`config.mk`:
```
export PLATFORM = sky130hd
export DESIGN_NAME = fp_add_sequencer
export DESIGN_NICKNAME = d
export VERILOG_FILES = /design/src/rtl/fp_add_sequencer.sv
export SDC_FILE = /design/constraint.sdc
export NUM_CORES = 1
export LEC_CHECK = 0
export CORE_UTILIZATION = 54
export DETAILED_ROUTE_END_ITERATION = 16
export PLACE_DENSITY = 0.84
export SLEW_MARGIN = 25
export SYNTH_ARGS = -nofsm -noshare
export SYNTH_HDL_FRONTEND = slang
export SYNTH_SLANG_ARGS = --single-unit
```
`constraint.sdc`:
```
create_clock -name clk -period 4.7 [get_ports clk]
set_input_delay 0.705 -clock clk [delete_from_list [all_inputs] [get_ports clk]]
set_output_delay 0.705 -clock clk [all_outputs]
set_load 0.05 [all_outputs]
```
`src/rtl/fp_add_sequencer.sv`:
```
// ---------------------------------------------------------------------------
// fp_add_sequencer
//
// Control sequencer for a multi-cycle floating-point adder.  Accepts one
// operand pair (as classification flags plus an effective-subtract bit),
// resolves IEEE special cases up front, and otherwise steps the datapath
// through align / add / normalize / round before presenting the result.
//
// Ports
//   clk, reset          rising-edge clock, synchronous active-high reset
//   in_valid/in_ready   operand handshake (in_ready only in IDLE)
//   a_*, b_*            operand classification flags: zero, inf, nan, snan
//   eff_sub             operand signs make this an effective subtraction
//   align_en .. round_en  datapath stage enables, at most one high
//   norm_done           normalizer reports leading one in position
//   result_sel          00 datapath, 01 quiet NaN, 10 infinity, 11 zero
//   invalid             IEEE invalid-operation flag, valid with out_valid
//   out_valid/out_ready result handshake
//   busy                high in every state except IDLE
//   ops_done            count of completed results, wraps at 16 bits
//
// State table
//   IDLE     | waiting for an operand pair
//   CLASSIFY | resolve special operands, pick result source
//   ALIGN    | exponent alignment (one cycle)
//   ADD      | mantissa add/subtract (one cycle)
//   NORM     | normalize until norm_done or 24 cycles
//   ROUND    | rounding (one cycle)
//   DONE     | result presented, waiting for out_ready
// ---------------------------------------------------------------------------
module fp_add_sequencer (
    input  logic        clk,
    input  logic        reset,
    input  logic        in_valid,
    output logic        in_ready,
    input  logic        a_zero,
    input  logic        a_inf,
    input  logic        a_nan,
    input  logic        a_snan,
    input  logic        b_zero,
    input  logic        b_inf,
    input  logic        b_nan,
    input  logic        b_snan,
    input  logic        eff_sub,
    output logic        align_en,
    output logic        add_en,
    output logic        norm_en,
    output logic        round_en,
    input  logic        norm_done,
    output logic [1:0]  result_sel,
    output logic        invalid,
    output logic        out_valid,
    input  logic        out_ready,
    output logic        busy,
    output logic [15:0] ops_done
);

    typedef enum logic [2:0] {
        IDLE, CLASSIFY, ALIGN, ADD, NORM, ROUND, DONE
    } state_t;

    localparam logic [4:0] NORM_LAST = 5'd23;

    localparam logic [1:0] SEL_DATA = 2'b00;
    localparam logic [1:0] SEL_QNAN = 2'b01;
    localparam logic [1:0] SEL_INF  = 2'b10;
    localparam logic [1:0] SEL_ZERO = 2'b11;

    state_t     state;
    logic [4:0] norm_cnt;

    logic a_zero_q, a_inf_q, a_nan_q, a_snan_q;
    logic b_zero_q, b_inf_q, b_nan_q, b_snan_q;
    logic eff_sub_q;

    logic [1:0] cls_sel;
    logic       cls_inv;

    // Special-case priority: signalling NaN beats quiet NaN beats inf-inf
    // beats plain infinity beats exact zero sum.
    always_comb begin
        cls_sel = SEL_DATA;
        cls_inv = 1'b0;
        if (a_snan_q || b_snan_q) begin
            cls_sel = SEL_QNAN;
            cls_inv = 1'b1;
        end else if (a_nan_q || b_nan_q) begin
            cls_sel = SEL_QNAN;
        end else if (a_inf_q && b_inf_q && eff_sub_q) begin
            cls_sel = SEL_QNAN;
            cls_inv = 1'b1;
        end else if (a_inf_q || b_inf_q) begin
            cls_sel = SEL_INF;
        end else if (a_zero_q && b_zero_q) begin
            cls_sel = SEL_ZERO;
        end
    end

    // All outputs are registered: each is set on the edge that enters the
    // state it belongs to, so enables line up exactly with the state.
    always_ff @(posedge clk) begin
        if (reset) begin
            state      <= IDLE;
            in_ready   <= 1'b1;
            busy       <= 1'b0;
            out_valid  <= 1'b0;
            align_en   <= 1'b0;
            add_en     <= 1'b0;
            norm_en    <= 1'b0;
            round_en   <= 1'b0;
            result_sel <= SEL_DATA;
            invalid    <= 1'b0;
            norm_cnt   <= 5'd0;
            ops_done   <= 16'd0;
            a_zero_q   <= 1'b0;
            a_inf_q    <= 1'b0;
            a_nan_q    <= 1'b0;
            a_snan_q   <= 1'b0;
            b_zero_q   <= 1'b0;
            b_inf_q    <= 1'b0;
            b_nan_q    <= 1'b0;
            b_snan_q   <= 1'b0;
            eff_sub_q  <= 1'b0;
        end else begin
            align_en <= 1'b0;
            add_en   <= 1'b0;
            norm_en  <= 1'b0;
            round_en <= 1'b0;

            case (state)
                IDLE: begin
                    if (in_valid && in_ready) begin
                        a_zero_q  <= a_zero;
                        a_inf_q   <= a_inf;
                        a_nan_q   <= a_nan;
                        a_snan_q  <= a_snan;
                        b_zero_q  <= b_zero;
                        b_inf_q   <= b_inf;
                        b_nan_q   <= b_nan;
                        b_snan_q  <= b_snan;
                        eff_sub_q <= eff_sub;
                        in_ready  <= 1'b0;
                        busy      <= 1'b1;
                        state     <= CLASSIFY;
                    end
                end

                CLASSIFY: begin
                    result_sel <= cls_sel;
                    invalid    <= cls_inv;
                    if (cls_sel != SEL_DATA) begin
                        out_valid <= 1'b1;
                        state     <= DONE;
                    end else begin
                        align_en <= 1'b1;
                        state    <= ALIGN;
                    end
                end

                ALIGN: begin
                    add_en <= 1'b1;
                    state  <= ADD;
                end

                ADD: begin
                    norm_en  <= 1'b1;
                    norm_cnt <= 5'd0;
                    state    <= NORM;
                end

                NORM: begin
                    norm_cnt <= norm_cnt + 5'd1;
                    if (norm_done || norm_cnt == NORM_LAST) begin
                        round_en <= 1'b1;
                        state    <= ROUND;
                    end else begin
                        norm_en <= 1'b1;
                    end
                end

                ROUND: begin
                    out_valid <= 1'b1;
                    state     <= DONE;
                end

                DONE: begin
                    // in_ready rises only after this edge, so no new
                    // operand can be taken in the output handshake cycle.
                    if (out_ready) begin
                        out_valid <= 1'b0;
                        busy      <= 1'b0;
                        in_ready  <= 1'b1;
                        ops_done  <= ops_done + 16'd1;
                        state     <= IDLE;
                    end
                end

                default: begin
                    out_valid <= 1'b0;
                    busy      <= 1'b0;
                    in_ready  <= 1'b1;
                    state     <= IDLE;
                end
            endcase
        end
    end

endmodule

```
==> summary.txt <==
Timing
  • Total negative slack: 0 ns
  • Transition time at the pin with the least slew margin: 0.601 ns
  • Tightest hold margin: 0.455 ns
  • Final setup violating endpoints: 0
  • Clock period minus worst slack: 2.35 ns
  • Number of hold violations in the final report: 0
  • Relative slew margins: 0.599
  • Setup repair after global routing missed its margin: no
  • Post-route fraction of the period consumed by the critical path: 0.500
  • Worst-case setup margin in the final layout: 2.35 ns
  • Skew final: 0.00795 ns
  • Max Slew Vio Count: 0
  • Highest attainable clock frequency: 426 MHz

Layout
  • Layout cells sized above 1: 0.0565
  • Fill cell total of the finished layout: 286
  • Diodes inserted: 0
  • Final Instance Count excl. Fillers: 294
  • Final net count: 264
  • Fin util: 0.702
  • Post-route cell area: 0.00234 mm^2
  • Syn-to-layout area delta: 25.1%

Worst setup path
  • Delay-heaviest family, CP: buffers and inverters
  • Worst path buffer plus inverter count: 1
  • Critical-path maximum fanout: 7
  • Worst endpoint required time: 3.99 ns
  • Kind of start point of the critical path: register
  • Sequence of cells on the critical path: clkdlybuf4s50_1
  • Critical path capture point type: primary output
  • Critical-path cell with the highest stage delay: sky130_fd_sc_hd__clkdlybuf4s50_1
  • Crit path DAT: 1.64 ns
  • Type of the setup path with the least slack: reg2out
  • Largest incremental delay on the critical path: 0.85 ns

Pwr
  • Gate power share: 0.234
  • Clock power frac: 0.225
  • Internal power consumption: 543 uW
  • Worst-case vdd ir drop: 247 uV
  • Leakage power figure: 0.848 nW
  • Fraction of power spent switching nets: 0.314
  • Sequential share of power: 0.542
  • Net switching power of the design: 248 uW
  • Power Dens Cells: 337 mW/mm^2
  • Total power after layout: 790 uW

Floorplan
  • Overall die width: 60.9 um
  • IO Count: 40
  • Vertical die dimension: 60.9 um
  • Core ar.: 0.00334 mm^2
  • Row Count: 21
  • Starting density of the core: 0.561
  • DIE AREA: 0.00371 mm^2

GRT
  • Global-route wire length before repair: 5670 um
  • Total overflow reported by the global router: 0
  • Total GRT Usage: 0.204
  • Initial antenna violation count: 0
  • Via count of the first global-routing pass: 1278
  • Pin count of the biggest net entering global routing: 42

Route
  • Post-detailed-route DRC marker count: 0
  • Final ANT Viol Nets: 0
  • Routed len/inst: 11.8 um
  • Via-per-instance ratio: 5.43
  • Pre-antenna DRT Iters: 4
  • Routed wire length: 3460 um
  • Vias: 1596
  • Count of routing violations after the opening detailed-route iteration: 40

Logic synthesis
  • Top cell type by total area after synthesis: sky130_fd_sc_hd__dfxtp_1
  • Post-synthesis instance total: 210
  • Netlist cell types: 49
  • Share of flip-flops with an asynchronous set or reset after synthesis: 0
  • Top post-synthesis cells by area: sky130_fd_sc_hd__dfxtp_1 (46%), sky130_fd_sc_hd__nor2_1 (6.4%), sky130_fd_sc_hd__mux2i_1 (4.8%)
  • Combinational family with the most area after synthesis: simple AND/OR/NAND/NOR gates
  • Portion of the post-synthesis area used by sequential elements: 0.460
  • Number of enable flip-flop cells after synthesis: 0
  • Most used flip-flop cell after synthesis: sky130_fd_sc_hd__dfxtp_1
  • Synth warn: 0
  • Mux contribution to synthesized area: 0.0481
  • Number of synthesized register bits: 43
  • Mean post-synth cell area: 8.92 um^2
  • Synth Area in XOR/XNOR: 0.0468
  • Adder and majority gate portion of the synthesized area: 0.0134
  • Syn Std Cell Area: 0.00187 mm^2
  • Area share of the leading cell type in the synthesized netlist: 0.460
  • Simple-gate share of the synthesized area: 0.263
  • Compound-cell area share of the yosys netlist: 0.136
  • Net count after synthesis: 226

Job
  • Number of violations of the max-capacitance limit: 0

Clock tree
  • Clock latency on the worst-skew pair: 0.33 ns
  • Clock Sinks: 43
  • Hold_buf cts: 0
  • Number of buffers created by CTS: 5
  • H-tree Lvls: 2
  • Clock tree root buffer cell: sky130_fd_sc_hd__clkbuf_4
  • Clock-pin slew of the registers on the worst-case setup and hold paths: 0.11 ns
  • CTS tree: done
  • PostCTS Resize Cnt: 0
  • Number of buffers added for setup after CTS: 0
  • Maximum clock insertion buffer count: 2

Outcome
  • Outcome: complete, no violations

Worst hold path
  • Class of the tightest hold or removal check: reg2reg

Place
  • Cell area after placement: 0.00229 mm^2
  • Half-perimeter wire length after detailed placement: 2480 um
  • Routability congestion estimate from global placement: 0.839
  • # port buffers: 39
  • Number of placed cells counting well taps: 287
  • Worst setup slack before clock tree synthesis: 2.19 ns
## synth_stat cells (all sizes together), types with 4 or more instances
cell / instances
clkbuf: 4
xor2: 5
mux2i: 9
and3: 4
buf: 5
a21oi: 14
inv: 6
xnor2: 5
nor3: 5
nand4: 4
nand2b: 5
nor2: 32
dfxtp: 43
o21ai: 5
nand2: 15
nand3: 8
## routing by layer
| layer | routed length (um) | track usage | vias to the layer above |
|---|---|---|---|
| li1 | - | - | 821 |
| met1 | 1710 | 0.275 | 737 |
| met2 | 1600 | 0.327 | 31 |
| met3 | 99 | 0.0448 | 7 |
| met4 | 45 | 0.0682 | 0 |
| met5 | 0 | 0 | - |
## path summary, 6_finish.rpt
check / from / endpoint / slack, ns / depth (start not counted)
setup / recovery: ops_done[4] / ops_done[4] / 2.35 / 1
hold / removal: out_valid / out_valid / 0.46 / 2
setup reg to reg: state[2] / ops_done[13] / 2.81 / 4
hold reg to reg: out_valid / out_valid / 0.46 / 2
## tightest hold or removal path: cells and delay by family (launching register included)
| kind | cells | cell delay [ns] |
|---|---|---|
| AOI/OAI and AO/OA | 1 | 0.05 |
| DFF | 1 | 0.33 |
| buffers and inverters | 1 | 0.05 |
## placed cells by master (no fill, tap or decap), types with 2 or more instances in the layout
cell | netlist | final
sky130_fd_sc_hd__a21oi_1 | 14 | 14
sky130_fd_sc_hd__and4b_1 | 2 | 2
sky130_fd_sc_hd__o31ai_1 | 2 | 2
sky130_fd_sc_hd__nor2b_1 | 3 | 3
sky130_fd_sc_hd__ha_1 | 2 | 2
sky130_fd_sc_hd__nor3_1 | 5 | 5
sky130_fd_sc_hd__clkdlybuf4s50_1 | 0 | 39
sky130_fd_sc_hd__and3_1 | 4 | 4
sky130_fd_sc_hd__xor2_1 | 5 | 5
sky130_fd_sc_hd__nand4_1 | 3 | 3
sky130_fd_sc_hd__nor2_1 | 32 | 32
sky130_fd_sc_hd__clkbuf_4 | 0 | 5
sky130_fd_sc_hd__o21bai_1 | 2 | 2
sky130_fd_sc_hd__nand2b_1 | 5 | 5
sky130_fd_sc_hd__mux2i_1 | 9 | 9
sky130_fd_sc_hd__or3_1 | 2 | 2
sky130_fd_sc_hd__o21ai_0 | 5 | 5
sky130_fd_sc_hd__nand3_1 | 8 | 8
sky130_fd_sc_hd__nor3b_1 | 2 | 2
sky130_fd_sc_hd__xnor2_1 | 5 | 5
sky130_fd_sc_hd__nand2_1 | 14 | 14
sky130_fd_sc_hd__a2111oi_0 | 3 | 3
sky130_fd_sc_hd__dfxtp_1 | 43 | 43
sky130_fd_sc_hd__or4_1 | 2 | 2
sky130_fd_sc_hd__nor4_1 | 2 | 2
sky130_fd_sc_hd__inv_1 | 6 | 6
## registers in the layout (all words and copies together), names as in the netlist
name and flops:
result_sel 2, norm_en 1, b_inf_q 1, add_en 1
round_en 1, b_snan_q 1, state 3, a_snan_q 1
align_en 1, b_zero_q 1, invalid 1, ops_done 16
norm_cnt 5, out_valid 1, a_nan_q 1, a_zero_q 1
in_ready 1, eff_sub_q 1, busy 1, b_nan_q 1
a_inf_q 1
## cell families (layout without fill, tap and decap cells)
family / Yosys count / in the layout
AOI/OAI and AO/OA: 38 / 38
xor gates and xnor gates: 10 / 10
adders and majority gates: 2 / 2
buffers and inverters: 15 / 53
DFF: 43 / 43
muxes: 9 / 9
and+or+nand+nor: 93 / 93
## cell type report
class / count / area [um^2] / area share
Multi-Input combinational cell: 152 / 948 / 0.405
Sequential cell: 43 / 861 / 0.367
Timing Repair Buffer: 40 / 398 / 0.170
Tap cell: 46 / 57.6 / 0.0246
Clock buffer: 6 / 51.3 / 0.0219
Inverter: 6 / 22.5 / 0.00961
Clock inverter: 1 / 5.00 / 0.00214
## power groups by stage
stage,Sequential [mW],Combinational (mW),Clock [mW]
floorplan,0.461,0.106,0
global placement,0.435,0.182,0
CTS,0.427,0.186,0.184
detailed placement,0.436,0.185,0
global route,0.434,0.201,0.202
finish,0.428,0.185,0.178
No activity file was read; power rests on OpenSTA's default activity.
